[src/rtl/instruction_fetch_stage.sv]
// MIPS fetch stage: owns the PC, reads instruction memory over a ready handshake
// and loads the IF/ID register, with stall/flush and branch/jump redirect support.
module instruction_fetch_stage #(
  parameter logic [31:0] RESET_PC = 32'h0000_0000,
  parameter logic [31:0] NOP_WORD = 32'h0000_0000
) (
  input  logic        Clk,
  input  logic        Reset_n,
  input  logic        Stall,
  input  logic        Flush,
  input  logic        BranchTaken,
  input  logic [31:0] BranchTarget,
  input  logic        Jump,
  input  logic [31:0] JumpTarget,
  output logic        IMemReq,
  output logic [31:0] IMemAddr,
  input  logic [31:0] IMemData,
  input  logic        IMemReady,
  output logic [31:0] IFID_Instruction,
  output logic [31:0] IFID_PCPlus4,
  output logic        IFID_Valid,
  output logic [31:0] PC,
  output logic [1:0]  fsm_state
);

  // Memory handshake: a read is outstanding in every cycle IMemReq=1; it
  // completes in the cycle IMemReady=1, with IMemData valid in that same cycle.
  localparam logic [1:0] ST_BOOT  = 2'd0;
  localparam logic [1:0] ST_FETCH = 2'd1;
  localparam logic [1:0] ST_DRAIN = 2'd2;

  logic [1:0]  state_q, state_d;
  logic [31:0] pc_q, pc_d;
  logic [31:0] saved_q, saved_d;
  logic        req_q;
  logic [31:0] instr_q, pc4_q;
  logic        valid_q;
  logic        do_load, do_bubble;
  logic        redirect;
  logic [31:0] redir_target;
  logic [31:0] pc_plus4;

  assign redirect     = BranchTaken | Jump;
  assign redir_target = BranchTaken ? {BranchTarget[31:2], 2'b00}
                                    : {JumpTarget[31:2], 2'b00};
  assign pc_plus4     = pc_q + 32'd4;

  always_comb begin
    state_d   = state_q;
    pc_d      = pc_q;
    saved_d   = saved_q;
    do_load   = 1'b0;
    do_bubble = 1'b0;
    case (state_q)
      ST_BOOT: begin
        state_d   = ST_FETCH;
        do_bubble = !Stall;
      end
      ST_FETCH: begin
        if (redirect && IMemReady) begin
          pc_d      = redir_target;
          do_bubble = 1'b1;
        end else if (redirect) begin
          // Read still in flight: remember where to go once it drains.
          saved_d   = redir_target;
          state_d   = ST_DRAIN;
          do_bubble = !Stall;
        end else if (IMemReady && !Stall) begin
          pc_d    = pc_plus4;
          do_load = 1'b1;
        end else if (!IMemReady) begin
          do_bubble = !Stall;
        end
      end
      ST_DRAIN: begin
        if (redirect) saved_d = redir_target;
        if (IMemReady) begin
          pc_d    = redirect ? redir_target : saved_q;
          state_d = ST_FETCH;
        end
        do_bubble = !Stall;
      end
      default: state_d = ST_BOOT;
    endcase
    if (Flush) begin
      do_load   = 1'b0;
      do_bubble = 1'b1;
    end
  end

  always_ff @(posedge Clk or negedge Reset_n) begin
    if (!Reset_n) begin
      state_q <= ST_BOOT;
      pc_q    <= RESET_PC;
      saved_q <= 32'h0;
      req_q   <= 1'b0;
      instr_q <= NOP_WORD;
      pc4_q   <= 32'h0;
      valid_q <= 1'b0;
    end else begin
      state_q <= state_d;
      pc_q    <= pc_d;
      saved_q <= saved_d;
      req_q   <= (state_d != ST_BOOT);
      if (do_bubble) begin
        instr_q <= NOP_WORD;
        pc4_q   <= 32'h0;
        valid_q <= 1'b0;
      end else if (do_load) begin
        instr_q <= IMemData;
        pc4_q   <= pc_plus4;
        valid_q <= 1'b1;
      end
    end
  end

  assign IMemReq          = req_q;
  assign IMemAddr         = pc_q;
  assign PC               = pc_q;
  assign IFID_Instruction = instr_q;
  assign IFID_PCPlus4     = pc4_q;
  assign IFID_Valid       = valid_q;
  assign fsm_state        = state_q;

endmodule

[config.mk]
export PLATFORM = sky130hd
export DESIGN_NAME = instruction_fetch_stage
export DESIGN_NICKNAME = d
export VERILOG_FILES = /design/src/rtl/instruction_fetch_stage.sv
export SDC_FILE = /design/constraint.sdc
export NUM_CORES = 1
export LEC_CHECK = 0
export ABC_AREA = 1
export BUFFER_PORTS_ARGS = -buffer_cell sky130_fd_sc_hd__buf_2
export CAP_MARGIN = 25
export CORE_ASPECT_RATIO = 2
export CORE_MARGIN = 2
export CORE_UTILIZATION = 52
export DETAILED_ROUTE_END_ITERATION = 8
export PLACE_DENSITY = 0.89
export SKIP_CTS_REPAIR_TIMING = 1
export SYNTH_ARGS = -nofsm -noshare
export SYNTH_HDL_FRONTEND = slang
export SYNTH_SLANG_ARGS = --single-unit
export TNS_END_PERCENT = 1
[constraint.sdc]
create_clock -name Clk -period 2.5 [get_ports Clk]
set_input_delay 0.125 -clock Clk [delete_from_list [all_inputs] [get_ports Clk]]
set_output_delay 0.125 -clock Clk [all_outputs]
set_load 0.01 [all_outputs]
==> load_flow_metrics.sql, run 1 <==
INSERT INTO impl_metrics (metric_group, metric, value, unit) VALUES
('final_layout', 'post-route-cell-area', '9550', 'µm²'),
('timing', 'layout_worst_path_cycle_share', '0.915', ''),
('setup_path', 'worst_setup_path_end_kind', 'flip-flop', ''),
('timing', 'worst_slew_pin_slew', '0.612', 'ns'),
('outcome', 'failing_checks', 'negative hold slack', ''),
('setup_path', 'crit_type', 'reg2reg', ''),
('placement', 'placement.cell_area', '8620', 'µm²'),
('grt', 'use_met2', '0.475', ''),
('die', 'row_count', '61', ''),
('setup_path', 'r2r_cells', '10', ''),
('power_and_ir_drop', 'standby_leakage_power', '5.19', 'nW'),
('placement', 'detailed_place_hpwl', '16100', 'µm'),
('setup_path', 'worst_ep_arrival_time', '2.62', 'ns'),
('hold_path', 'holdPathEnd', 'IFID_Instruction[29]', ''),
('power_and_ir_drop', 'power.ir.vdd_worst', '565', 'µV'),
('final_layout', 'layout.nets', '1382', ''),
('timing', 'achievable-frequency', '0.437', 'GHz'),
('grt', 'first_global_vias', '7205', ''),
('die', 'top_level_ports', '235', ''),
('setup_path', 'startpoint_type', 'flip-flop', ''),
('outcome', 'status', 'complete, but fails checks', ''),
('placement', 'total_of_buffers_placed_on_input_and_output_ports', '230', ''),
('clock_tree', 'total_number_of_h_tree_levels', '4', ''),
('timing', 'drv_slew', '0', ''),
('yosys', 'syn-num-nets', '1159', ''),
('die', 'die_w', '88.6', 'µm'),
('die', 'dieArea', '15300', 'µm²'),
('timing', 'maximum_clock_skew_at_final_layout', '0.0104', 'ns'),
('yosys', 'synth_register_bits', '132', ''),
('detailed_routing', 'final_antenna_net_count', '0', ''),
('setup_path', 'worst_r2r_endpoint', 'IFID_Instruction[25]', ''),
('detailed_routing', 'wl_per_cell', '15.3', 'µm'),
('power_and_ir_drop', 'power.clock.fraction', '0.276', ''),
('grt', 'grt_antenna_before_repair', '0', ''),
('timing', 'setup_viol_count_final', '0', ''),
('grt', 'grt_max_degree', '63', ''),
('die', 'coreArea', '14000', 'µm²'),
('die', 'initial_utilization', '0.533', ''),
('detailed_routing', 'detail_route.vias_per_cell', '5.23', ''),
('timing', 'totalNegativeSetupSlack', '0', 'ns'),
('yosys', 'syn-instance-count', '1050', ''),
('hold_path', 'hold_depth', '3', ''),
('power_and_ir_drop', 'power-per-cell-area', '999', 'nW/µm²'),
('clock_tree', 'cts_tree', 'done', ''),
('final_layout', 'layout-area-overhead-vs-synth', '28.4', '%'),
('clock_tree', 'clk_pin_slew_worst_paths', '0.06', 'ns'),
('grt', 'total_congestion_overflow_after_global_routing', '0', ''),
('detailed_routing', 'drt-pass1-iter-count', '5', ''),
('yosys', 'synth_cell_types', '31', ''),
('power_and_ir_drop', 'switching_share', '0.401', ''),
('final_layout', 'layout.core_utilization', '0.684', ''),
('timing', 'holdWs', '-0.0294', 'ns'),
('hold_path', 'min_path_type', 'in2reg', ''),
('power_and_ir_drop', 'comb_power_share', '0.383', ''),
('clock_tree', 'clock-sinks', '132', ''),
('clock_tree', 'clk-insertion-delay-late', '0.43', 'ns'),
('final_layout', 'layoutNonFillerInstCount', '1476', ''),
('setup_path', 'timing.critical_path.fanout_max', '19', ''),
('power_and_ir_drop', 'power.share.sequential', '0.341', ''),
('clock_tree', 'cts_made_buffers', '17', ''),
('setup_path', 'worst_r2r_startpoint', 'fsm_state[1]', ''),
('power_and_ir_drop', 'p_switching', '0.00382', 'W'),
('grt', 'global_route_wire_length_before_repair', '34500', 'µm'),
('clock_tree', 'max_buffers_root_to_sink', '2', ''),
('yosys', 'synth_warnings', '0', ''),
('grt', 'groute.layer.met1.usage', '0.342', ''),
('timing', 'hold_violations', '3', ''),
('detailed_routing', 'dr.first_iter.drc_count', '545', ''),
('timing', 'worst_slew_margin_rel', '0.592', ''),
('die', 'dieHeight', '173', 'µm'),
('power_and_ir_drop', 'power', '0.00954', 'W');
==> critical path: stages (launching register included) <==
cell and delay, ns:
sky130_fd_sc_hd__dfrtp_1 0.42, sky130_fd_sc_hd__inv_1 0.10, sky130_fd_sc_hd__ha_1 0.25, sky130_fd_sc_hd__inv_1 0.21, sky130_fd_sc_hd__nor2_1 0.16, sky130_fd_sc_hd__o21ai_4 0.31, sky130_fd_sc_hd__nand2_1 0.16, sky130_fd_sc_hd__nor2_4 0.14
sky130_fd_sc_hd__buf_4 0.25, sky130_fd_sc_hd__nand2_1 0.10, sky130_fd_sc_hd__o21ai_0 0.09
==> cells in the mapped netlist, drive strengths merged <==
master | number | area (µm²)
nand2 | 368 | 1400
dfrtp | 132 | 3300
o21ai | 110 | 562
nor2 | 94 | 355
inv | 93 | 349
a21oi | 71 | 355
buf | 47 | 322
nand3 | 46 | 230
clkbuf | 32 | 120
nand3b | 10 | 75.1
a31oi | 9 | 56.3
xor2 | 8 | 70.1
ha | 6 | 75.1
o21a | 4 | 30.0
a22oi | 3 | 22.5
and2 | 3 | 18.8
nor3 | 3 | 15.0
xnor2 | 3 | 26.3
a21boi | 2 | 15.0
clkinv | 2 | 7.51
o211ai | 2 | 15.0
a221oi | 1 | 8.76
mux2 | 1 | 11.3
==> power groups by stage <==
| stage | registers (W) | clock network (W) | logic (W) |
|---|---|---|---|
| after floorplan | 0.00323 | 0 | 0.00244 |
| after global placement | 0.00323 | 0 | 0.00347 |
| after detailed placement | 0.00326 | 0 | 0.00356 |
| after CTS | 0.00323 | 0.00266 | 0.00360 |
| after global routing | 0.00331 | 0.00274 | 0.00409 |
| final | 0.00325 | 0.00264 | 0.00366 |
==> metal layers <==
layer | vias up | part of all wire | wire length, µm
li1 | 3752 | - | -
met1 | 3513 | 0.37 | 8230
met2 | 357 | 0.52 | 11700
met3 | 92 | 0.057 | 1290
met4 | 0 | 0.060 | 1350
met5 | - | 0 | 0
==> cells by family (layout without fill, tap and decap cells) <==
logic type      Yosys count  count (layout)  synth area share
buf+inv                 174             410             0.107
mux                       1               1           0.00151
simple gates            524             524             0.281
fa+ha+maj                 6               6            0.0101
xor+xnor                 11              11            0.0130
flops                   132             132             0.444
other cells               0               1                 0
compound gates          202             202             0.143
==> state kept, by name, indices dropped and copies added, names as in the netlist <==
register	count
IFID_Instruction	32
IFID_PCPlus4	32
IFID_Valid	1
IMemAddr	32
IMemReq	1
fsm_state	2
saved_q	32
==> cell type report <==
| type | instances | area, µm² |
|---|---|---|
| timing repair buffer | 283 | 1670 |
| antenna | 1 | 2.50 |
| multi-input combinational | 744 | 3360 |
| tap | 189 | 236 |
| inverter | 95 | 357 |
| clock inverter | 13 | 183 |
| clock buffer | 19 | 443 |
| fill | 1163 | 4420 |
| sequential | 132 | 3300 |
==> cell usage in the layout, fill, tap and decap left out, types with 4 or more instances in the layout <==
cell type                       instances
sky130_fd_sc_hd__dfrtp_1              132
sky130_fd_sc_hd__o21a_1                 4
sky130_fd_sc_hd__xor2_1                 8
sky130_fd_sc_hd__bufinv_16              4
sky130_fd_sc_hd__nand3b_1              10
sky130_fd_sc_hd__nand3_1               45
sky130_fd_sc_hd__dlygate4sd3_1         30
sky130_fd_sc_hd__o21ai_0               99
sky130_fd_sc_hd__a21oi_1               70
sky130_fd_sc_hd__a31oi_1                9
sky130_fd_sc_hd__buf_4                 20
sky130_fd_sc_hd__clkinvlp_4             4
sky130_fd_sc_hd__nor2_1                93
sky130_fd_sc_hd__inv_1                 90
sky130_fd_sc_hd__nand2_1              366
sky130_fd_sc_hd__ha_1                   6
sky130_fd_sc_hd__buf_2                229
sky130_fd_sc_hd__o21ai_1               10
sky130_fd_sc_hd__clkbuf_16             17
==> worst max-delay path by stage <==
stage | start | endpoint | slack [ns] | cells after the start
3_3_place_gp | fsm_state[1] | IFID_PCPlus4[20] | 0.31 | 9
5_1_grt | fsm_state[1] | IFID_PCPlus4[25] | 0.07 | 8
4_1_cts | fsm_state[1] | IFID_PCPlus4[27] | 0.24 | 10
6_report | fsm_state[1] | IFID_Instruction[25] | 0.21 | 10
2_1_floorplan | fsm_state[0] | IFID_Instruction[10] | 0.58 | 11
3_5_place_dp | fsm_state[1] | IFID_PCPlus4[27] | 0.25 | 10
==> metrics by stage <==
stage                     setup WS [ns]  hold WS, ns
after global routing             0.0713      0.00146
after CTS                         0.238       -0.287
final                             0.211      -0.0294
after detailed placement          0.252        0.162
after floorplan                   0.584       -0.171
after global placement            0.311        0.156
Power figures use the tool's default switching activity.
==> run 2: changes to the inputs <==
- SETUP_SLACK_MARGIN: not set -> 0.3
==> load_flow_metrics.sql, run 2 (synthesis gave the netlist of run 1 again) <==
INSERT INTO impl_metrics (metric_group, metric, value, unit) VALUES
('grt', 'grt_max_degree', '63', ''),
('die', 'coreArea', '14000', 'µm²'),
('grt', 'total_congestion_overflow_after_global_routing', '0', ''),
('detailed_routing', 'wirelength_met1', '8380', 'µm'),
('timing', 'achievable-frequency', '0.461', 'GHz'),
('die', 'row_count', '61', ''),
('detailed_routing', 'detail_route.vias_per_cell', '5.26', ''),
('placement', 'placement.cell_area', '8620', 'µm²'),
('timing', 'holdWs', '-0.0272', 'ns'),
('die', 'dieHeight', '173', 'µm'),
('setup_path', 'worst_setup_path_end_kind', 'flip-flop', ''),
('die', 'top_level_ports', '235', ''),
('clock_tree', 'clk-insertion-delay-late', '0.43', 'ns'),
('placement', 'detailed_place_hpwl', '16100', 'µm'),
('final_layout', 'layout.nets', '1384', ''),
('timing', 'layout_worst_path_cycle_share', '0.868', ''),
('clock_tree', 'clock-sinks', '132', ''),
('die', 'die_w', '88.6', 'µm'),
('detailed_routing', 'routed_wirelength', '22800', 'µm'),
('final_layout', 'commonest_non_fill_non_tap_cell_in_the_layout', 'sky130_fd_sc_hd__nand2_1', ''),
('power_and_ir_drop', 'standby_leakage_power', '5.21', 'nW'),
('timing', 'maximum_clock_skew_at_final_layout', '0.00923', 'ns'),
('clock_tree', 'clk_pin_slew_worst_paths', '0.06', 'ns'),
('detailed_routing', 'highest_layer', 'met4', ''),
('detailed_routing', 'detailroute.wirelength.met2', '11800', 'µm'),
('power_and_ir_drop', 'power.ir.vdd_worst', '563', 'µV'),
('timing', 'drv_slew', '0', ''),
('setup_path', 'worst_ep_arrival_time', '2.50', 'ns'),
('placement', 'post-place-cells', '1413', ''),
('setup_path', 'critPathRequiredTime', '2.83', 'ns'),
('die', 'initial_utilization', '0.533', ''),
('final_layout', 'mostFrequentLayoutCells', 'sky130_fd_sc_hd__nand2_1 (366), sky130_fd_sc_hd__buf_2 (229), sky130_fd_sc_hd__dfrtp_1 (131)', ''),
('timing', 'finalWorstPathRequiredPeriod', '2.17', 'ns'),
('outcome', 'failing_checks', 'negative hold slack', ''),
('detailed_routing', 'wl_met3', '1190', 'µm'),
('clock_tree', 'root_buffer', 'sky130_fd_sc_hd__clkbuf_16', ''),
('setup_path', 'startpoint_type', 'flip-flop', ''),
('final_layout', 'layout-area-overhead-vs-synth', '29.0', '%'),
('final_layout', 'post-route-cell-area', '9600', 'µm²'),
('timing', 'worst_slew_margin_rel', '0.588', ''),
('outcome', 'status', 'complete, but fails checks', ''),
('timing', 'worst_slew_pin_slew', '0.618', 'ns'),
('placement', 'total_of_buffers_placed_on_input_and_output_ports', '230', ''),
('detailed_routing', 'final_antenna_net_count', '0', ''),
('timing', 'setup_viol_count_final', '0', ''),
('detailed_routing', 'dr.first_iter.drc_count', '539', ''),
('job', 'maxCapViolations', '0', ''),
('timing', 'hold_violations', '3', ''),
('final_layout', 'layoutNonFillerInstCount', '1478', ''),
('hold_path', 'min_path_type', 'in2reg', ''),
('timing', 'finalWorstSetupSlack', '0.330', 'ns'),
('die', 'dieArea', '15300', 'µm²'),
('power_and_ir_drop', 'power-per-cell-area', '1000', 'nW/µm²'),
('timing', 'totalNegativeSetupSlack', '0', 'ns'),
('setup_path', 'timing.critical_path.fanout_max', '25', ''),
('detailed_routing', 'drt-pass1-iter-count', '5', ''),
('clock_tree', 'cts_tree', 'done', ''),
('clock_tree', 'max_buffers_root_to_sink', '2', ''),
('grt', 'track_usage', '0.289', ''),
('final_layout', 'layout-drive-gt1-share', '0.232', ''),
('detailed_routing', 'route.detailed.drc', '0', ''),
('setup_path', 'crit_type', 'reg2reg', ''),
('power_and_ir_drop', 'power', '0.00962', 'W'),
('clock_tree', 'cts_made_buffers', '17', ''),
('grt', 'global_route_wire_length_before_repair', '34500', 'µm'),
('placement', 'final_weighted_congestion_in_routability_driven_placement', '0.889', ''),
('detailed_routing', 'num_vias', '7774', ''),
('grt', 'grt_antenna_before_repair', '0', ''),
('placement', 'worst_setup_slack_before_clock_tree_synthesis', '0.252', 'ns'),
('timing', 'rsz0062_at_grt', 'true', ''),
('detailed_routing', 'wl_per_cell', '15.4', 'µm'),
('grt', 'first_global_vias', '7205', ''),
('clock_tree', 'total_number_of_h_tree_levels', '4', '');
run 2: layer usage:
metal	track usage	vias to the layer above
met3	0.0420	97
met5	0	-
met1	0.342	3570
li1	-	3751
met4	0.188	0
met2	0.475	356
run 2: worst max-delay path: stages (launching register included):
cell and delay [ns]:
sky130_fd_sc_hd__dfrtp_1 0.42, sky130_fd_sc_hd__inv_1 0.10, sky130_fd_sc_hd__ha_1 0.25, sky130_fd_sc_hd__inv_1 0.21, sky130_fd_sc_hd__nor2_2 0.12, sky130_fd_sc_hd__o21ai_4 0.19, sky130_fd_sc_hd__nand2_1 0.13, sky130_fd_sc_hd__nor2_4 0.24
sky130_fd_sc_hd__clkbuf_16 0.24, sky130_fd_sc_hd__nand2_1 0.06, sky130_fd_sc_hd__o21ai_0 0.08
run 2: cell type report:
type,count,area [µm²]
flip-flops and latches,132,3300
inverters,95,357
clock buffers,19,443
diodes,1,2.50
fillers,1153,4370
multi-input cells,744,3360
clock inverters,13,183
well taps,189,236
repair buffers,285,1710
run 2: where the power goes:
group / total (W) / switching [W] / internal (W)
combinational: 0.00373 / 0.00232 / 0.00141
clock: 0.00264 / 0.000949 / 0.00169
sequential: 0.00326 / 0.000585 / 0.00267
total: 0.00962 / 0.00385 / 0.00577
run 2: worst paths after layout:
check / start / to / slack (ns) / cells after the start
setup / recovery: fsm_state[1] / IFID_Instruction[18] / 0.33 / 10
hold reg to reg: IFID_Instruction[20] / IFID_Instruction[20] / 0.48 / 2
min in group asynchronous: Reset_n / IMemReq / 0.26 / 2
setup reg to reg: fsm_state[1] / IFID_Instruction[18] / 0.33 / 10
max in group asynchronous: Reset_n / IMemAddr[10] / 1.43 / 3
hold / removal: IMemData[29] / IFID_Instruction[29] / -0.03 / 3
run 2: per-stage QoR:
step	hold slack, ns	utilization
after floorplan	-0.171	-
after global placement	0.156	0.617
after detailed placement	0.162	0.617
after CTS	-0.287	0.662
after global routing	0.000307	0.687
final	-0.0272	0.687
==> run 3: changes to the inputs <==
- HOLD_SLACK_MARGIN: not set -> 0.12
- REMOVE_ABC_BUFFERS: not set -> 1
==> load_flow_metrics.sql, run 3 (synthesis gave the netlist of run 1 again) <==
INSERT INTO impl_metrics (metric_group, metric, value, unit) VALUES
('grt', 'grt_max_degree', '67', ''),
('grt', 'first_global_vias', '7300', ''),
('power_and_ir_drop', 'switching_share', '0.403', ''),
('clock_tree', 'total_number_of_h_tree_levels', '4', ''),
('die', 'dieHeight', '173', 'µm'),
('timing', 'layout_worst_path_cycle_share', '0.860', ''),
('power_and_ir_drop', 'power.share.sequential', '0.337', ''),
('power_and_ir_drop', 'p_switching', '0.00390', 'W'),
('hold_path', 'hold_depth', '5', ''),
('placement', 'detailed_place_hpwl', '15900', 'µm'),
('clock_tree', 'root_buffer', 'sky130_fd_sc_hd__clkbuf_16', ''),
('grt', 'groute.layer.met3.usage', '0.0411', ''),
('power_and_ir_drop', 'comb_power_share', '0.389', ''),
('detailed_routing', 'route.detailed.drc', '0', ''),
('die', 'top_level_ports', '235', ''),
('power_and_ir_drop', 'power.ir.vdd_worst', '660', 'µV'),
('grt', 'use_met2', '0.516', ''),
('placement', 'final_weighted_congestion_in_routability_driven_placement', '0.963', ''),
('setup_path', 'worst_setup_path_end_kind', 'flip-flop', ''),
('outcome', 'status', 'complete, no violations', ''),
('grt', 'grt_antenna_before_repair', '0', ''),
('setup_path', 'r2r_cells', '10', ''),
('final_layout', 'commonest_non_fill_non_tap_cell_in_the_layout', 'sky130_fd_sc_hd__nand2_1', ''),
('detailed_routing', 'dr.first_iter.drc_count', '531', ''),
('setup_path', 'crit_type', 'reg2reg', ''),
('clock_tree', 'clk-insertion-delay-late', '0.42', 'ns'),
('timing', 'worst_slew_margin_rel', '0.576', ''),
('detailed_routing', 'detail_route.vias_per_cell', '5.28', ''),
('die', 'coreArea', '14000', 'µm²'),
('detailed_routing', 'drt-pass1-iter-count', '7', ''),
('setup_path', 'timing.critical_path.fanout_max', '29', ''),
('grt', 'groute.layer.met1.usage', '0.321', ''),
('power_and_ir_drop', 'power.clock.fraction', '0.275', ''),
('timing', 'worst_slew_pin_slew', '0.636', 'ns'),
('timing', 'maximum_clock_skew_at_final_layout', '0.00927', 'ns'),
('detailed_routing', 'num_vias', '7819', ''),
('timing', 'finalWorstSetupSlack', '0.351', 'ns'),
('grt', 'track_usage', '0.296', ''),
('timing', 'setup_viol_count_final', '0', ''),
('setup_path', 'worst-r2r-setup-slack', '0.35', 'ns'),
('setup_path', 'worst_r2r_startpoint', 'fsm_state[0]', ''),
('grt', 'total_congestion_overflow_after_global_routing', '0', ''),
('placement', 'worst_setup_slack_before_clock_tree_synthesis', '0.118', 'ns'),
('setup_path', 'startpoint_type', 'flip-flop', ''),
('setup_path', 'worst_r2r_endpoint', 'IFID_PCPlus4[29]', ''),
('hold_path', 'holdCritStartpoint', 'BranchTarget[11]', ''),
('detailed_routing', 'routed_wirelength', '23200', 'µm'),
('timing', 'hold_violations', '0', ''),
('final_layout', 'layout.core_utilization', '0.692', ''),
('power_and_ir_drop', 'cell_internal_pwr', '0.00577', 'W'),
('timing', 'achievable-frequency', '0.465', 'GHz'),
('clock_tree', 'clk_pin_slew_worst_paths', '0.06', 'ns'),
('final_layout', 'layout-area-overhead-vs-synth', '29.8', '%'),
('timing', 'finalWorstPathRequiredPeriod', '2.15', 'ns'),
('hold_path', 'holdPathEnd', 'IMemAddr[11]', ''),
('detailed_routing', 'wl_per_cell', '15.7', 'µm'),
('detailed_routing', 'final_antenna_net_count', '0', ''),
('grt', 'global_route_wire_length_before_repair', '35300', 'µm'),
('die', 'initial_utilization', '0.533', ''),
('die', 'die_w', '88.6', 'µm'),
('final_layout', 'mostFrequentLayoutCells', 'sky130_fd_sc_hd__nand2_1 (365), sky130_fd_sc_hd__buf_2 (229), sky130_fd_sc_hd__dfrtp_1 (131)', ''),
('hold_path', 'min_path_type', 'in2reg', ''),
('timing', 'drv_slew', '0', ''),
('die', 'row_count', '61', ''),
('setup_path', 'critPathRequiredTime', '2.82', 'ns'),
('final_layout', 'count_of_antenna_diodes_in_the_layout', '0', ''),
('clock_tree', 'max_buffers_root_to_sink', '2', ''),
('timing', 'rsz0062_at_grt', 'true', ''),
('final_layout', 'fillCellCount', '1106', ''),
('final_layout', 'layout.nets', '1388', ''),
('clock_tree', 'cts_tree', 'done', ''),
('job', 'maxCapViolations', '0', ''),
('clock_tree', 'clock-sinks', '132', ''),
('setup_path', 'worst_ep_arrival_time', '2.47', 'ns'),
('power_and_ir_drop', 'power-per-cell-area', '1000', 'nW/µm²'),
('clock_tree', 'cts_made_buffers', '17', ''),
('timing', 'holdWs', '0.122', 'ns'),
('power_and_ir_drop', 'standby_leakage_power', '5.23', 'nW'),
('grt', 'globalRoute.busiestLayer', 'met2', ''),
('final_layout', 'layout-drive-gt1-share', '0.236', ''),
('timing', 'totalNegativeSetupSlack', '0', 'ns'),
('placement', 'total_of_buffers_placed_on_input_and_output_ports', '230', ''),
('die', 'dieArea', '15300', 'µm²');
## run 3: per-stage QoR
stage               cell area, µm²  cells  power (W)
finish                        9660   1480    0.00967
global route                  9660   1480     0.0103
CTS                           9260   1444    0.00953
detailed placement            8640   1413    0.00682
global placement              8640   1413    0.00669
floorplan                     7000    971    0.00530
## run 3: critical path, stage by stage (launching register included)
cell                      delay [ns]
sky130_fd_sc_hd__dfrtp_1        0.41
sky130_fd_sc_hd__inv_1          0.13
sky130_fd_sc_hd__ha_1           0.24
sky130_fd_sc_hd__o21ai_0        0.16
sky130_fd_sc_hd__nand2_1        0.12
sky130_fd_sc_hd__o21ai_4        0.19
sky130_fd_sc_hd__nand2_1        0.13
sky130_fd_sc_hd__nor2_4         0.25
sky130_fd_sc_hd__buf_12         0.22
sky130_fd_sc_hd__nand2_1        0.09
sky130_fd_sc_hd__o21ai_0        0.11
## run 3: power by group through the flow
stage / clock network [W] / logic, W / registers [W]
after detailed placement: 0 / 0.00357 / 0.00325
final: 0.00266 / 0.00376 / 0.00326
after floorplan: 0 / 0.00194 / 0.00336
after CTS: 0.00268 / 0.00362 / 0.00322
after global routing: 0.00277 / 0.00417 / 0.00332
after global placement: 0 / 0.00346 / 0.00323
## run 3: per-layer routing
| metal | part of all wire | vias to the layer above |
|---|---|---|
| li1 | - | 3766 |
| met1 | 0.36 | 3600 |
| met2 | 0.52 | 350 |
| met3 | 0.052 | 103 |
| met4 | 0.068 | 0 |
| met5 | 0 | - |
## run 3: how the worst max path moves through the flow
stage                 start               end  slack, ns  depth (start not counted)
2_1_floorplan  fsm_state[0]       saved_q[12]      -2.14                          5
3_3_place_gp   fsm_state[1]  IFID_PCPlus4[20]       0.23                          9
3_5_place_dp   fsm_state[1]   IFID_PCPlus4[6]       0.12                         10
4_1_cts        fsm_state[1]  IFID_PCPlus4[29]       0.07                         10
5_1_grt        fsm_state[0]  IFID_PCPlus4[29]       0.17                         10
6_report       fsm_state[0]  IFID_PCPlus4[29]       0.35                         10
## run 3: final cells by class
type | instances | area [µm²] | area share
multi-input combinational | 744 | 3390 | 0.351
timing repair buffer | 289 | 1750 | 0.181
clock inverter | 13 | 184 | 0.0190
tap | 189 | 236 | 0.0245
sequential | 132 | 3300 | 0.342
clock buffer | 18 | 439 | 0.0455
inverter | 95 | 360 | 0.0373
